===== src/rtl/emulib_rammodel_arbiter_pkg.sv =====
// Shared types and helpers for the 2:1 rammodel AXI4 arbiter.
package emulib_rammodel_arbiter_pkg;

  // Width of the port-select bit prepended to master IDs on the slave side.
  localparam int unsigned PortSelW = 1;

  typedef enum logic {
    StIdle = 1'b0,
    StBusy = 1'b1
  } arb_state_e;

  // Round-robin pointer breaks ties; otherwise the lone requester wins.
  function automatic logic pick_port(input logic req0, input logic req1, input logic rr);
    if (req0 && req1) begin
      return rr;
    end
    return req1;
  endfunction

endpackage


===== src/rtl/emulib_rammodel_addr_arb.sv =====
// Round-robin IDLE/BUSY arbiter and mux for one AXI4 address channel (AW or AR).
module emulib_rammodel_addr_arb
  import emulib_rammodel_arbiter_pkg::*;
#(
  parameter int unsigned AddrWidth = 32,
  parameter int unsigned IdWidth   = 4
) (
  input  logic                        clk_i,
  input  logic                        rst_i,
  input  logic                        can_grant_i,
  input  logic                        s0_valid_i,
  input  logic [AddrWidth-1:0]        s0_addr_i,
  input  logic [IdWidth-1:0]          s0_id_i,
  input  logic [7:0]                  s0_len_i,
  input  logic [2:0]                  s0_size_i,
  input  logic [1:0]                  s0_burst_i,
  output logic                        s0_ready_o,
  input  logic                        s1_valid_i,
  input  logic [AddrWidth-1:0]        s1_addr_i,
  input  logic [IdWidth-1:0]          s1_id_i,
  input  logic [7:0]                  s1_len_i,
  input  logic [2:0]                  s1_size_i,
  input  logic [1:0]                  s1_burst_i,
  output logic                        s1_ready_o,
  output logic                        m_valid_o,
  output logic [AddrWidth-1:0]        m_addr_o,
  output logic [IdWidth+PortSelW-1:0] m_id_o,
  output logic [7:0]                  m_len_o,
  output logic [2:0]                  m_size_o,
  output logic [1:0]                  m_burst_o,
  input  logic                        m_ready_i
);

  arb_state_e state_q, state_d;
  logic       grant_q, grant_d;
  logic       rr_q, rr_d;
  logic       busy;

  // Forward the granted port; the grant is registered so nothing handshakes in IDLE.
  always_comb begin
    busy       = (state_q == StBusy);
    m_valid_o  = busy && (grant_q ? s1_valid_i : s0_valid_i);
    m_addr_o   = grant_q ? s1_addr_i : s0_addr_i;
    m_id_o     = {grant_q, (grant_q ? s1_id_i : s0_id_i)};
    m_len_o    = grant_q ? s1_len_i : s0_len_i;
    m_size_o   = grant_q ? s1_size_i : s0_size_i;
    m_burst_o  = grant_q ? s1_burst_i : s0_burst_i;
    s0_ready_o = busy && !grant_q && m_ready_i;
    s1_ready_o = busy && grant_q && m_ready_i;
  end

  // Next-state: take a grant in IDLE, release it and flip priority on handshake.
  always_comb begin
    state_d = state_q;
    grant_d = grant_q;
    rr_d    = rr_q;
    unique case (state_q)
      StIdle: begin
        if ((s0_valid_i || s1_valid_i) && can_grant_i) begin
          grant_d = pick_port(s0_valid_i, s1_valid_i, rr_q);
          state_d = StBusy;
        end
      end
      StBusy: begin
        if (m_valid_o && m_ready_i) begin
          rr_d    = ~grant_q;
          state_d = StIdle;
        end
      end
    endcase
  end

  // State registers with synchronous reset.
  always_ff @(posedge clk_i) begin
    if (rst_i) begin
      state_q <= StIdle;
      grant_q <= 1'b0;
      rr_q    <= 1'b0;
    end else begin
      state_q <= state_d;
      grant_q <= grant_d;
      rr_q    <= rr_d;
    end
  end

endmodule


===== src/rtl/emulib_rammodel_arbiter.sv =====
// 2:1 AXI4 arbiter in front of the rammodel slave port; port number rides in the ID MSB.
module emulib_rammodel_arbiter
  import emulib_rammodel_arbiter_pkg::*;
#(
  parameter int unsigned ADDR_WIDTH  = 32,
  parameter int unsigned DATA_WIDTH  = 64,
  parameter int unsigned ID_WIDTH    = 4,
  parameter int unsigned WFIFO_DEPTH = 4
) (
  input  logic                         clk,
  input  logic                         rst,
  // Master 0
  input  logic [ADDR_WIDTH-1:0]        s0_axi_awaddr,
  input  logic [ID_WIDTH-1:0]          s0_axi_awid,
  input  logic [7:0]                   s0_axi_awlen,
  input  logic [2:0]                   s0_axi_awsize,
  input  logic [1:0]                   s0_axi_awburst,
  input  logic                         s0_axi_awvalid,
  output logic                         s0_axi_awready,
  input  logic [DATA_WIDTH-1:0]        s0_axi_wdata,
  input  logic [DATA_WIDTH/8-1:0]      s0_axi_wstrb,
  input  logic                         s0_axi_wlast,
  input  logic                         s0_axi_wvalid,
  output logic                         s0_axi_wready,
  output logic [ID_WIDTH-1:0]          s0_axi_bid,
  output logic [1:0]                   s0_axi_bresp,
  output logic                         s0_axi_bvalid,
  input  logic                         s0_axi_bready,
  input  logic [ADDR_WIDTH-1:0]        s0_axi_araddr,
  input  logic [ID_WIDTH-1:0]          s0_axi_arid,
  input  logic [7:0]                   s0_axi_arlen,
  input  logic [2:0]                   s0_axi_arsize,
  input  logic [1:0]                   s0_axi_arburst,
  input  logic                         s0_axi_arvalid,
  output logic                         s0_axi_arready,
  output logic [ID_WIDTH-1:0]          s0_axi_rid,
  output logic [DATA_WIDTH-1:0]        s0_axi_rdata,
  output logic [1:0]                   s0_axi_rresp,
  output logic                         s0_axi_rlast,
  output logic                         s0_axi_rvalid,
  input  logic                         s0_axi_rready,
  // Master 1
  input  logic [ADDR_WIDTH-1:0]        s1_axi_awaddr,
  input  logic [ID_WIDTH-1:0]          s1_axi_awid,
  input  logic [7:0]                   s1_axi_awlen,
  input  logic [2:0]                   s1_axi_awsize,
  input  logic [1:0]                   s1_axi_awburst,
  input  logic                         s1_axi_awvalid,
  output logic                         s1_axi_awready,
  input  logic [DATA_WIDTH-1:0]        s1_axi_wdata,
  input  logic [DATA_WIDTH/8-1:0]      s1_axi_wstrb,
  input  logic                         s1_axi_wlast,
  input  logic                         s1_axi_wvalid,
  output logic                         s1_axi_wready,
  output logic [ID_WIDTH-1:0]          s1_axi_bid,
  output logic [1:0]                   s1_axi_bresp,
  output logic                         s1_axi_bvalid,
  input  logic                         s1_axi_bready,
  input  logic [ADDR_WIDTH-1:0]        s1_axi_araddr,
  input  logic [ID_WIDTH-1:0]          s1_axi_arid,
  input  logic [7:0]                   s1_axi_arlen,
  input  logic [2:0]                   s1_axi_arsize,
  input  logic [1:0]                   s1_axi_arburst,
  input  logic                         s1_axi_arvalid,
  output logic                         s1_axi_arready,
  output logic [ID_WIDTH-1:0]          s1_axi_rid,
  output logic [DATA_WIDTH-1:0]        s1_axi_rdata,
  output logic [1:0]                   s1_axi_rresp,
  output logic                         s1_axi_rlast,
  output logic                         s1_axi_rvalid,
  input  logic                         s1_axi_rready,
  // To the rammodel
  output logic [ADDR_WIDTH-1:0]        m_axi_awaddr,
  output logic [ID_WIDTH+PortSelW-1:0] m_axi_awid,
  output logic [7:0]                   m_axi_awlen,
  output logic [2:0]                   m_axi_awsize,
  output logic [1:0]                   m_axi_awburst,
  output logic                         m_axi_awvalid,
  input  logic                         m_axi_awready,
  output logic [DATA_WIDTH-1:0]        m_axi_wdata,
  output logic [DATA_WIDTH/8-1:0]      m_axi_wstrb,
  output logic                         m_axi_wlast,
  output logic                         m_axi_wvalid,
  input  logic                         m_axi_wready,
  input  logic [ID_WIDTH+PortSelW-1:0] m_axi_bid,
  input  logic [1:0]                   m_axi_bresp,
  input  logic                         m_axi_bvalid,
  output logic                         m_axi_bready,
  output logic [ADDR_WIDTH-1:0]        m_axi_araddr,
  output logic [ID_WIDTH+PortSelW-1:0] m_axi_arid,
  output logic [7:0]                   m_axi_arlen,
  output logic [2:0]                   m_axi_arsize,
  output logic [1:0]                   m_axi_arburst,
  output logic                         m_axi_arvalid,
  input  logic                         m_axi_arready,
  input  logic [ID_WIDTH+PortSelW-1:0] m_axi_rid,
  input  logic [DATA_WIDTH-1:0]        m_axi_rdata,
  input  logic [1:0]                   m_axi_rresp,
  input  logic                         m_axi_rlast,
  input  logic                         m_axi_rvalid,
  output logic                         m_axi_rready
);

  localparam int unsigned PtrW = $clog2(WFIFO_DEPTH);
  localparam int unsigned CntW = PtrW + 1;

  logic [WFIFO_DEPTH-1:0] wfifo_q, wfifo_d;
  logic [PtrW-1:0]        wr_ptr_q, wr_ptr_d, rd_ptr_q, rd_ptr_d;
  logic [CntW-1:0]        count_q, count_d;
  logic                   full, empty, head, push, pop, bsel, rsel;

  // Full uses the registered count, so a same-cycle pop never enables a grant.
  assign full = (count_q == CntW'(WFIFO_DEPTH));

  emulib_rammodel_addr_arb #(
    .AddrWidth(ADDR_WIDTH),
    .IdWidth  (ID_WIDTH)
  ) u_aw_arb (
    .clk_i      (clk),
    .rst_i      (rst),
    .can_grant_i(!full),
    .s0_valid_i (s0_axi_awvalid),
    .s0_addr_i  (s0_axi_awaddr),
    .s0_id_i    (s0_axi_awid),
    .s0_len_i   (s0_axi_awlen),
    .s0_size_i  (s0_axi_awsize),
    .s0_burst_i (s0_axi_awburst),
    .s0_ready_o (s0_axi_awready),
    .s1_valid_i (s1_axi_awvalid),
    .s1_addr_i  (s1_axi_awaddr),
    .s1_id_i    (s1_axi_awid),
    .s1_len_i   (s1_axi_awlen),
    .s1_size_i  (s1_axi_awsize),
    .s1_burst_i (s1_axi_awburst),
    .s1_ready_o (s1_axi_awready),
    .m_valid_o  (m_axi_awvalid),
    .m_addr_o   (m_axi_awaddr),
    .m_id_o     (m_axi_awid),
    .m_len_o    (m_axi_awlen),
    .m_size_o   (m_axi_awsize),
    .m_burst_o  (m_axi_awburst),
    .m_ready_i  (m_axi_awready)
  );

  emulib_rammodel_addr_arb #(
    .AddrWidth(ADDR_WIDTH),
    .IdWidth  (ID_WIDTH)
  ) u_ar_arb (
    .clk_i      (clk),
    .rst_i      (rst),
    .can_grant_i(1'b1),
    .s0_valid_i (s0_axi_arvalid),
    .s0_addr_i  (s0_axi_araddr),
    .s0_id_i    (s0_axi_arid),
    .s0_len_i   (s0_axi_arlen),
    .s0_size_i  (s0_axi_arsize),
    .s0_burst_i (s0_axi_arburst),
    .s0_ready_o (s0_axi_arready),
    .s1_valid_i (s1_axi_arvalid),
    .s1_addr_i  (s1_axi_araddr),
    .s1_id_i    (s1_axi_arid),
    .s1_len_i   (s1_axi_arlen),
    .s1_size_i  (s1_axi_arsize),
    .s1_burst_i (s1_axi_arburst),
    .s1_ready_o (s1_axi_arready),
    .m_valid_o  (m_axi_arvalid),
    .m_addr_o   (m_axi_araddr),
    .m_id_o     (m_axi_arid),
    .m_len_o    (m_axi_arlen),
    .m_size_o   (m_axi_arsize),
    .m_burst_o  (m_axi_arburst),
    .m_ready_i  (m_axi_arready)
  );

  // W channel follows the port at the head of the AW-order FIFO.
  always_comb begin
    empty         = (count_q == '0);
    head          = wfifo_q[rd_ptr_q];
    m_axi_wvalid  = !empty && (head ? s1_axi_wvalid : s0_axi_wvalid);
    m_axi_wdata   = head ? s1_axi_wdata : s0_axi_wdata;
    m_axi_wstrb   = head ? s1_axi_wstrb : s0_axi_wstrb;
    m_axi_wlast   = head ? s1_axi_wlast : s0_axi_wlast;
    s0_axi_wready = !empty && !head && m_axi_wready;
    s1_axi_wready = !empty && head && m_axi_wready;
    push          = m_axi_awvalid && m_axi_awready;
    pop           = m_axi_wvalid && m_axi_wready && m_axi_wlast;
  end

  // FIFO next-state: push the granted port (ID MSB) on AW handshake, pop on last W beat.
  always_comb begin
    wfifo_d  = wfifo_q;
    wr_ptr_d = wr_ptr_q;
    rd_ptr_d = rd_ptr_q;
    count_d  = count_q;
    if (push) begin
      wfifo_d[wr_ptr_q] = m_axi_awid[ID_WIDTH];
      wr_ptr_d          = wr_ptr_q + PtrW'(1);
    end
    if (pop) begin
      rd_ptr_d = rd_ptr_q + PtrW'(1);
    end
    if (push && !pop) begin
      count_d = count_q + CntW'(1);
    end else if (pop && !push) begin
      count_d = count_q - CntW'(1);
    end
  end

  // FIFO registers with synchronous reset.
  always_ff @(posedge clk) begin
    if (rst) begin
      wfifo_q  <= '0;
      wr_ptr_q <= '0;
      rd_ptr_q <= '0;
      count_q  <= '0;
    end else begin
      wfifo_q  <= wfifo_d;
      wr_ptr_q <= wr_ptr_d;
      rd_ptr_q <= rd_ptr_d;
      count_q  <= count_d;
    end
  end

  // Response demux keyed on the ID MSB added at address time.
  always_comb begin
    bsel          = m_axi_bid[ID_WIDTH];
    s0_axi_bvalid = m_axi_bvalid && !bsel;
    s1_axi_bvalid = m_axi_bvalid && bsel;
    s0_axi_bid    = m_axi_bid[ID_WIDTH-1:0];
    s1_axi_bid    = m_axi_bid[ID_WIDTH-1:0];
    s0_axi_bresp  = m_axi_bresp;
    s1_axi_bresp  = m_axi_bresp;
    m_axi_bready  = bsel ? s1_axi_bready : s0_axi_bready;

    rsel          = m_axi_rid[ID_WIDTH];
    s0_axi_rvalid = m_axi_rvalid && !rsel;
    s1_axi_rvalid = m_axi_rvalid && rsel;
    s0_axi_rid    = m_axi_rid[ID_WIDTH-1:0];
    s1_axi_rid    = m_axi_rid[ID_WIDTH-1:0];
    s0_axi_rdata  = m_axi_rdata;
    s1_axi_rdata  = m_axi_rdata;
    s0_axi_rresp  = m_axi_rresp;
    s1_axi_rresp  = m_axi_rresp;
    s0_axi_rlast  = m_axi_rlast;
    s1_axi_rlast  = m_axi_rlast;
    m_axi_rready  = rsel ? s1_axi_rready : s0_axi_rready;
  end

endmodule


===== config.mk =====
export PLATFORM = sky130hd
export DESIGN_NAME = emulib_rammodel_arbiter
export DESIGN_NICKNAME = d
export VERILOG_FILES = /design/src/rtl/emulib_rammodel_arbiter_pkg.sv /design/src/rtl/emulib_rammodel_addr_arb.sv /design/src/rtl/emulib_rammodel_arbiter.sv
export SDC_FILE = /design/constraint.sdc
export NUM_CORES = 1
export LEC_CHECK = 0
export ABC_CLOCK_PERIOD_IN_PS = 3500
export CORE_AREA = 2 2 302 304
export CTS_CLUSTER_DIAMETER = 200
export DETAILED_ROUTE_END_ITERATION = 7
export DIE_AREA = 0 0 304 306
export GPL_TIMING_DRIVEN = 0
export RECOVER_POWER = 100
export SLEW_MARGIN = 20
export SYNTH_ARGS = -nofsm -noshare
export SYNTH_HDL_FRONTEND = slang
export SYNTH_SLANG_ARGS = --single-unit

===== constraint.sdc =====
create_clock -name clk -period 3.5 [get_ports clk]
set_input_delay 0.7 -clock clk [delete_from_list [all_inputs] [get_ports clk]]
set_output_delay 0.7 -clock clk [all_outputs]
set_load 0.05 [all_outputs]

==> metrics.log <==
INFO  metric post_synth.cell_area_avg = between 9 and 10 um^2
INFO  metric syn-num-nets = 910
INFO  metric crit_path_start_kind = flip-flop
INFO  metric route.vias.total = just over 6000
INFO  metric num_io_pins = slightly below 800
INFO  metric synth_seq_area_share = about 8.0%
INFO  metric first_iter_violations = between 100 and 150
INFO  metric port_buffers = 700
INFO  metric netlist_cell_types = 32
INFO  metric cts_max_level = 1
INFO  metric max-cap-violations = 0
INFO  metric drt_pre_antenna_iters = 4
INFO  metric r2r-start = rd_ptr_q[0]
INFO  metric rows = 110
INFO  metric mostFrequentLayoutCells = clkdlybuf4s50_1, dlygate4sd3_1, mux2_2
INFO  metric switching_share = 51.8%
INFO  metric drc_errors = 0
INFO  metric finClkSkew = between 0.006 and 0.007 ns
INFO  metric pin_count_of_the_biggest_net_entering_global_routing = 11
INFO  metric p_clk_share = under 10%
INFO  metric static-leakage-power = 4.75 nW
INFO  metric placeableCoreArea = between 0.08 and 0.09 mm^2
INFO  metric r2r-end = count_q[2]
INFO  metric pre_cts_ws = -0.0502 ns
INFO  metric cp-endpoint = m_axi_wdata[4]
INFO  metric worstPathArrival = about 2.7 ns
INFO  metric endpoint_kind = output pin
INFO  metric finalWorstSetupSlack = between 0.06 and 0.07 ns
INFO  metric dpl.hpwl = around 36000 um
INFO  metric worstRegToRegCells = 13
INFO  metric viasPerCell = 2.56
INFO  metric hold_viol_final = 0
INFO  metric report.final.slew_viol_count = 0
INFO  metric post-route-util = ~14%
INFO  metric post_cts_setup_repair_bufs = 0
INFO  metric fmax = a little under 0.3 GHz
INFO  metric tritoncts_clock_tree = yes
INFO  metric max_slew.worst_pin.slew = 0.795 ns
INFO  metric worst_ir_drop_vdd = 230 uV
INFO  metric pwr-share-comb = 83.0%
INFO  metric timing.final.setup_violations = 0
INFO  metric ant_nets = 0
INFO  metric post_route_cells_drive_above_1_share = between 20% and 30%
INFO  metric cts-buffers-inserted = 3
INFO  metric internal_power = 1.29 mW
INFO  metric hp-class = flip-flop to flip-flop
INFO  metric path_class = flip-flop to output pin
INFO  metric clkTransAtPathRegs = roughly 0.06 ns
INFO  metric clock_latency = 0.25 ns
INFO  metric worst_r2r_setup_slack = 0.26 ns
INFO  metric cts.sink_count = 17
INFO  metric overall_track_demand_over_capacity_in_global_routing = between 7 and 8%
INFO  metric cp_max_fo = 10
INFO  metric net-switching-power = roughly 1.4 mW
INFO  metric first_pass_grt_wire_length = between 40000 and 50000 um
INFO  metric number_of_warnings_printed_during_yosys_synthesis = 0
INFO  metric layout_worst_path_cycle_share = between 90% and 100%
INFO  metric unrepaired_setup_endpoints_after_global_routing = false
INFO  metric start_util = around 4.8%
INFO  metric layout_min_cycle_time = 3.44 ns
INFO  metric antenna_found_initial = 30
INFO  metric grt_pass1_vias = 6131
INFO  metric postSynthRegisterBits = 17
INFO  metric share_seq_of_total_power = between 8 and 9%
INFO  metric globalplace.congestion = 0.823
INFO  metric syn-cell-area = 0.00428 mm^2
INFO  metric worstSetupStartpoint = rd_ptr_q[0]
INFO  metric max_slew_headroom = 46.7%
INFO  metric die-area = 0.0930 mm^2
INFO  metric die-height = ~310 um
INFO  metric cellPowerDensity = around 210 mW/mm^2
INFO  metric clock-root-buffer = clkbuf_16
INFO  metric finalNetCount = approximately 1600
INFO  metric totalWireLength = between 30000 and 40000 um
INFO  metric outcome = finished, final reports clean
INFO  metric commonest_non_fill_non_tap_cell_in_the_layout = clkdlybuf4s50_1
INFO  metric die-width = about 300 um
INFO  metric routedWlPerCell = between 15 and 20 um
INFO  metric syn_to_final_growth = 195%
INFO  metric globalRouteOverflowTotal = 0
INFO  metric holdWs = about 0.46 ns
INFO  metric synth_cells = about 470
INFO  metric cp_data_required_time = 2.80 ns
INFO  metric fillers = 10200
INFO  metric clk_path_buf_depth = 2
INFO  metric totalPowerFinal = ~2.7 mW
cell usage after synthesis:
cell | n | area share, %
a21oi_1 | 8 | 0.94
buf_6 | 4 | 1.1
or3_1 | 1 | 0.15
xor2_1 | 2 | 0.41
ha_1 | 5 | 1.5
fa_1 | 1 | 0.47
and3_1 | 3 | 0.44
xnor2_1 | 1 | 0.20
inv_1 | 6 | 0.53
nand2b_1 | 1 | 0.15
nand4b_1 | 1 | 0.20
nor2_1 | 17 | 1.5
mux2_2 | 160 | 42
o211ai_1 | 1 | 0.18
a21bo_2 | 1 | 0.23
dfxtp_1 | 17 | 8.0
buf_4 | 156 | 27
nor3_1 | 2 | 0.23
buf_1 | 6 | 0.53
o21ai_0 | 4 | 0.47
nor2b_1 | 5 | 0.73
nand3_1 | 4 | 0.47
a31oi_1 | 1 | 0.15
mux2i_1 | 12 | 2.8
nand4_1 | 4 | 0.58
o32ai_1 | 1 | 0.20
nand2_1 | 7 | 0.61
clkbuf_1 | 9 | 0.79
buf_2 | 6 | 0.70
and2_1 | 4 | 0.58
mux2_4 | 15 | 5.3
mux4_2 | 1 | 0.53
worst min-delay path by stage:
| stage | startpoint | to | cells past startpoint |
|---|---|---|---|
| floorplan | u_aw_arb.rr_q | u_aw_arb.rr_q | 2 |
| global placement | u_aw_arb.rr_q | u_aw_arb.rr_q | 2 |
| detailed placement | u_aw_arb.rr_q | u_aw_arb.rr_q | 2 |
| CTS | u_aw_arb.rr_q | u_aw_arb.rr_q | 2 |
| global route | u_aw_arb.rr_q | u_aw_arb.rr_q | 2 |
| finish | u_aw_arb.rr_q | u_aw_arb.rr_q | 2 |
power by group through the flow:
stage / registers [mW] / clock network (mW) / logic (mW)
after detailed placement: 0.226 / 0 / 2.36
final: 0.221 / 0.235 / 2.22
after CTS: 0.222 / 0.235 / 2.36
after floorplan: 0.219 / 0 / 1.37
after global placement: 0.225 / 0 / 2.36
after global routing: 0.224 / 0.246 / 2.31
per-layer routing:
metal | part of all wire [%] | GRT usage, % | up-vias
met4 | 4.3 | 3.78 | 18
met3 | 12 | 3.82 | 56
met2 | 49 | 12.9 | 414
met1 | 34 | 7.36 | 2687
met5 | 0.29 | 0 | -
li1 | - | - | 2872
metrics by stage:
| stage | instances | TNS, ns | area (um^2) |
|---|---|---|---|
| 6_report | 2360 | 0 | 12600 |
| 5_1_grt | 2355 | 0 | 12600 |
| 4_1_cts | 2346 | 0 | 12800 |
| 3_5_place_dp | 2342 | -0.0601 | 12800 |
| 3_3_place_gp | 2342 | -0.886 | 12800 |
| 2_1_floorplan | 466 | 0 | 4280 |
worst max-delay path, stage by stage, from the launching register on:
cell	delay, ns
dfxtp_1	0.36
mux4_2	0.65
buf_6	0.19
buf_6	0.18
mux2_2	0.27
clkdlybuf4s50_1	0.80
kinds of logic after synthesis:
| logic type | Yosys count | share of synthesized area [%] |
|---|---|---|
| mux | 188 | 50.7 |
| buf+inv | 187 | 31.0 |
| simple gates | 49 | 5.65 |
| flops | 17 | 7.96 |
| compound gates | 16 | 2.16 |
| fa+ha+maj | 6 | 1.93 |
| xor+xnor | 3 | 0.614 |
cell type report:
type	instances	area [um^2]	area share (%)
timing repair buffer	700	6780	53.8
multi-input combinational	262	2570	20.4
tap	1176	1470	11.7
buffer	181	1310	10.4
sequential	17	342	2.71
clock buffer	3	75.1	0.595
antenna	14	35.0	0.278
inverter	6	22.5	0.179
clock inverter	1	5.00	0.0397
state kept, by name, summed over array words and instances (netlist names):
signal / flops
u_aw_arb.rr_q: 1
wfifo_q: 4
u_ar_arb.busy: 1
wr_ptr_q: 2
count_q: 3
u_aw_arb.grant_q: 1
u_ar_arb.rr_q: 1
rd_ptr_q: 2
u_aw_arb.busy: 1
u_ar_arb.grant_q: 1
timing repair:
| action | in CTS | in global routing |
|---|---|---|
| hold buffers | 0 | 0 |
| setup endpoints to repair | 73 | 37 |
| gates resized for setup | 32 | 34 |
Note: power is estimated with default switching activity, not from simulation.
==> variant 1 (config.mk and constraints unchanged) <==
`ID_WIDTH`: 4 -> 6.
--- a/src/rtl/emulib_rammodel_arbiter.sv
+++ b/src/rtl/emulib_rammodel_arbiter.sv
@@ -5,5 +5,5 @@
   parameter int unsigned ADDR_WIDTH  = 32,
   parameter int unsigned DATA_WIDTH  = 64,
-  parameter int unsigned ID_WIDTH    = 4,
+  parameter int unsigned ID_WIDTH    = 6,
   parameter int unsigned WFIFO_DEPTH = 4
 ) (
Ports: changed (12 resized); port bits go from 780 to 804. No check against the original RTL was run, so the function may have changed too.
==> variant 1 against the unedited design <==
Clock skew shrank 0.0046 ns; via count grew 2.8%; worst setup slack improved by 0.017 ns; first-iteration DRC count rose by 50%; routed wire length up 6.0%; critical path type unchanged; largest cell class unchanged; design area is 3.8% higher; area after synthesis increased by 2.6%; power grew 4.0%; combinational power rose by 5%; worst hold slack lost 0.0018 ns; global-route usage up 0.51 points; sequential cell count stayed put.
==> variant 1: results (changes against the unedited design) <==
Global route
  • Initial antenna violation count: 24 (was 30)
  • Vias in the first global route: 6533 (was 6131)
  • Total track usage: 7.98% (was 7.47%)

Power and ir drop
  • Max VDD drop: 119 uV (was 230 uV)
  • Net Switching: 1430 uW (was 1390 uW)
  • Leak Pwr: 0.00494 uW (was 0.00475 uW)

Layout
  • Multi-input gate area: 0.00267 mm2 (was 0.00257 mm2)
  • Ratio of cells with drive above 1 in the final layout: 29.5% (was 29.1%)
  • Clock-cell share of area: 0.612% (was 0.635%)
  • Layout net count: 1659 (was 1615)
  • Ant diodes: 9 (was 14)
  • Util after Layout: 14.6% (was 14.1%)
  • Non-clock buffer count: 909 (was 881)
  • Non-clock buffer share: 64.8% (was 64.1%)

Routing
  • Routed wire per std cell: 16.9 um (was 16.1 um)
  • Met1 WL: 14.8 mm (was 12.9 mm)
  • Vias post-DR: 6215 (was 6047)
  • Via/cell ratio: 2.60 (was 2.56)
  • WL met3: 5.01 mm (was 4.68 mm)

Placed design
  • GPL Wtd Cong: 0.756 (was 0.823)
  • Placed Instances: 2375 (was 2342)
  • IO Port Bufs: 720 (was 700)

Outcome
  • Status: complete, no violations (unchanged)

STA
  • Rel. slew slack: 43.8% (was 46.7%)
  • Final Skew: 0.00179 ns (was 0.00643 ns)

Synth
  • Avg Cell Area, Syn: 9.16 um2 (was 9.18 um2)
  • Largest cells by area after synthesis: mux2_2 42%, buf_4 28%, dfxtp_1 7.8%, mux2_4 5.1%, mux2i_1 2.7% (was mux2_2 42%, buf_4 27%, dfxtp_1 8.0%, mux2_4 5.3%, mux2i_1 2.8%)
  • Seq/Total Area, Yosys: 7.76% (was 7.96%)
  • Mapped Nets: 935 (was 910)
[variant 1: power groups by stage]
stage | Combinational, uW | Clock, uW | Sequential [uW]
after CTS | 2450 | 241 | 220
after global routing | 2420 | 252 | 223
after detailed placement | 2440 | 0 | 224
final | 2330 | 234 | 219
after floorplan | 1410 | 0 | 218
after global placement | 2440 | 0 | 223
[variant 1: critical path, stage by stage, from the launching register on]
cell,delay (ns)
dfxtp_1,0.36
mux4_2,0.52
buf_6,0.17
buf_2,0.21
mux2_2,0.25
clkdlybuf4s50_1,0.94
[variant 1: cells by family (layout without fill, tap and decap cells)]
logic type | Yosys count | in the layout | share of synthesized area, %
AOI/OAI and AO/OA | 16 | 16 | 2.11
and+or+nand+nor | 49 | 49 | 5.50
adders and majority gates | 6 | 6 | 1.88
other | 0 | 9 | 0
DFF | 17 | 17 | 7.76
muxes | 192 | 192 | 50.5
xor gates and xnor gates | 3 | 3 | 0.599
buffers and inverters | 196 | 919 | 31.7
[variant 1: path summary, 6_finish.rpt]
| path | from | to | slack [ns] | depth (start not counted) |
|---|---|---|---|---|
| setup reg to reg | rd_ptr_q[0] | count_q[2] | 0.48 | 13 |
| setup / recovery | rd_ptr_q[0] | m_axi_wdata[34] | 0.08 | 5 |
| hold reg to reg | u_aw_arb.rr_q | u_aw_arb.rr_q | 0.45 | 2 |
| hold / removal | u_aw_arb.rr_q | u_aw_arb.rr_q | 0.45 | 2 |
[variant 1: what timing repair did]
action / CTS / global route
endpoints found under the setup margin: 28 / 21
resized for setup: 7 / 22
hold buffers: 0 / 0
[variant 1: metal layers]
metal / track usage [%] / vias to the layer above
met5: 0 / -
met4: 2.26 / 16
met3: 4.06 / 54
met2: 13.8 / 462
met1: 8.54 / 2739
li1: - / 2944
==> variant 2 (same flow settings) <==
Made on the original files. Reset style: asynchronous (`rst` and `rst_i`), changed in 2 clocked blocks. Comments in the files are not updated.
--- a/src/rtl/emulib_rammodel_addr_arb.sv
+++ b/src/rtl/emulib_rammodel_addr_arb.sv
@@ -72,5 +72,5 @@
 
   // State registers with synchronous reset.
-  always_ff @(posedge clk_i) begin
+  always_ff @(posedge clk_i or posedge rst_i) begin
     if (rst_i) begin
       state_q <= StIdle;
--- a/src/rtl/emulib_rammodel_arbiter.sv
+++ b/src/rtl/emulib_rammodel_arbiter.sv
@@ -208,5 +208,5 @@
 
   // FIFO registers with synchronous reset.
-  always_ff @(posedge clk) begin
+  always_ff @(posedge clk or posedge rst) begin
     if (rst) begin
       wfifo_q  <= '0;
Behaviour: differs if rst is asserted again (counterexample within 4 cycles, from zero or initial values and one cycle with rst high); with rst held inactive, the same outputs for 4 cycles.
==> variant 2 against the unedited design <==
Area after synthesis decreased by 2.4%; maximum frequency increased by 2.9%; worst setup slack improved by 0.096 ns; routed wire length increased by 21%; design area rose by 0.26%; utilization barely moved; sequential cell count unchanged; critical path depth rose by 1; critical path type unchanged.
Power is left out: it rests on default switching activity, and per cell area and clock period it moved more than threefold.
==> variant 2: results (changes against the unedited design) <==
Outcome
  • Status: complete, no violations (unchanged)

Worst setup path
  • CP Data Arrival Time: 2.64 ns (was 2.74 ns)
  • Max incr delay on CP: 0.70 ns (was 0.80 ns)
  • Crit-path slowest cell: mux4_2 (was clkdlybuf4s50_1)
  • Setup slack, reg-to-reg: 0.43 ns (was 0.26 ns)
  • Family with the most delay on the worst path: buffers and inverters (unchanged)
  • Worst R2R End: count_q[1] (was count_q[2])
  • Reg-to-Reg Start: rd_ptr_q[0] (unchanged)
  • R2r worst-path depth: 8 (was 13)

Hold path
  • HP Class: reg2reg (unchanged)
  • Hold wc startpoint: rd_ptr_q[1] (was u_aw_arb.rr_q)
  • Hold Crit Endpoint: rd_ptr_q[1] (was u_aw_arb.rr_q)
  • Hold path cells: 1 (was 2)

Synth
  • Seq/Total Area, Yosys: 10.2% (was 7.96%)
  • Largest cells by area after synthesis: mux2_2 41%, buf_4 28%, dfrtp_1 10%, mux2_1 7.3%, ha_1 1.5% (was mux2_2 42%, buf_4 27%, dfxtp_1 8.0%, mux2_4 5.3%, mux2i_1 2.8%)
  • Top_reg_cell synth: dfrtp_1 (was dfxtp_1)
  • Post-Syn Instances: 441 (was 466)
  • Synth async-reset ratio: 100% (was 0%)
  • Mapped Nets: 885 (was 910)

Layout
  • Ratio of cells with drive above 1 in the final layout: 28.6% (was 29.1%)
  • Layout net count: 1592 (was 1615)
  • Filler cells: 10200 (about the same)
  • Finished Layout Cells: 2334 (was 2360)

Global route
  • Total track usage: 9.30% (was 7.47%)
  • Vias in the first global route: 6406 (was 6131)
  • Initial antenna violation count: 40 (was 30)
  • Largest net degree at the start of global routing: 18 (was 11)
  • First-pass GRT wire length: 58.2 mm (was 48.4 mm)

Routing
  • Final WL: 46.1 mm (was 38.1 mm)
  • Vias post-DR: 6060 (was 6047)
  • 1st-iter DRT viols: 147 (was 116)

Placed design
  • Placed cell areas: 0.0127 mm2 (was 0.0128 mm2)
  • IO Port Bufs: 702 (was 700)
  • Dpl hpwl: 43.6 mm (was 35.7 mm)
  • GPL Wtd Cong: 0.800 (was 0.823)
  • Pre-CTS setup slack: -0.694 ns (was -0.0502 ns)

STA
  • Worst Max-Slew Pin Slew: 0.962 ns (was 0.795 ns)
  • Final Skew: 0.00884 ns (was 0.00643 ns)
  • Setup TNS Final: 0 ns (unchanged)
  • Worst hold slack: 0.494 ns (was 0.456 ns)

Clock network
  • Postcts setup bufs: 0 (unchanged)
  • Cts repair resizes: 71 (was 32)
-- variant 2: cell types whose count changed in the layout (fill, tap and decap cells not counted), moves of 5 or more --
cell and change:
mux2i_1 -9, dfxtp_1 -16, mux2_2 -10, dfrtp_1 +16, clkbuf_1 -26, a21oi_1 -5, dlygate4sd2_1 +36, nor2_1 -7
mux2_1 +14, clkdlybuf4s50_1 -8, dlygate4sd3_1 -5
-- variant 2: routing by layer --
metal  wire length (um)  track usage [%]
met5                 56                0
met2              21600             16.0
met4                720             1.06
met3               3920             2.91
met1              19700             11.7
-- variant 2: area by class of cell --
cell class | instances | area [um2] | share of cell area, %
timing repair buffer | 702 | 6880 | 54.4
buffer | 176 | 1290 | 10.2
sequential | 17 | 427 | 3.37
tap | 1176 | 1470 | 11.6
multi-input combinational | 242 | 2440 | 19.3
antenna | 11 | 27.5 | 0.218
inverter | 6 | 22.5 | 0.178
clock inverter | 1 | 7.51 | 0.0594
clock buffer | 3 | 75.1 | 0.594
-- variant 2: worst max-delay path by stage --
| stage | startpoint | endpoint | depth (start not counted) |
|---|---|---|---|
| finish | rd_ptr_q[0] | m_axi_wvalid | 6 |
| global route | rd_ptr_q[0] | m_axi_wvalid | 6 |
| CTS | rd_ptr_q[0] | m_axi_wdata[34] | 4 |
| detailed placement | u_aw_arb.grant_q | s1_axi_awready | 4 |
| global placement | u_aw_arb.grant_q | s1_axi_awready | 4 |
| floorplan | rd_ptr_q[0] | m_axi_wvalid | 5 |
-- variant 2: cells by family after synthesis --
kind of cell	Yosys count	share of synthesized area, %
XOR/XNOR	6	1.26
adder cells (fa/ha/maj)	6	1.98
buffers and inverters	182	31.3
flip-flops	17	10.2
AND/OR/NAND/NOR	32	3.63
AO/OA/AOI/OAI	16	2.37
multiplexers	182	49.3
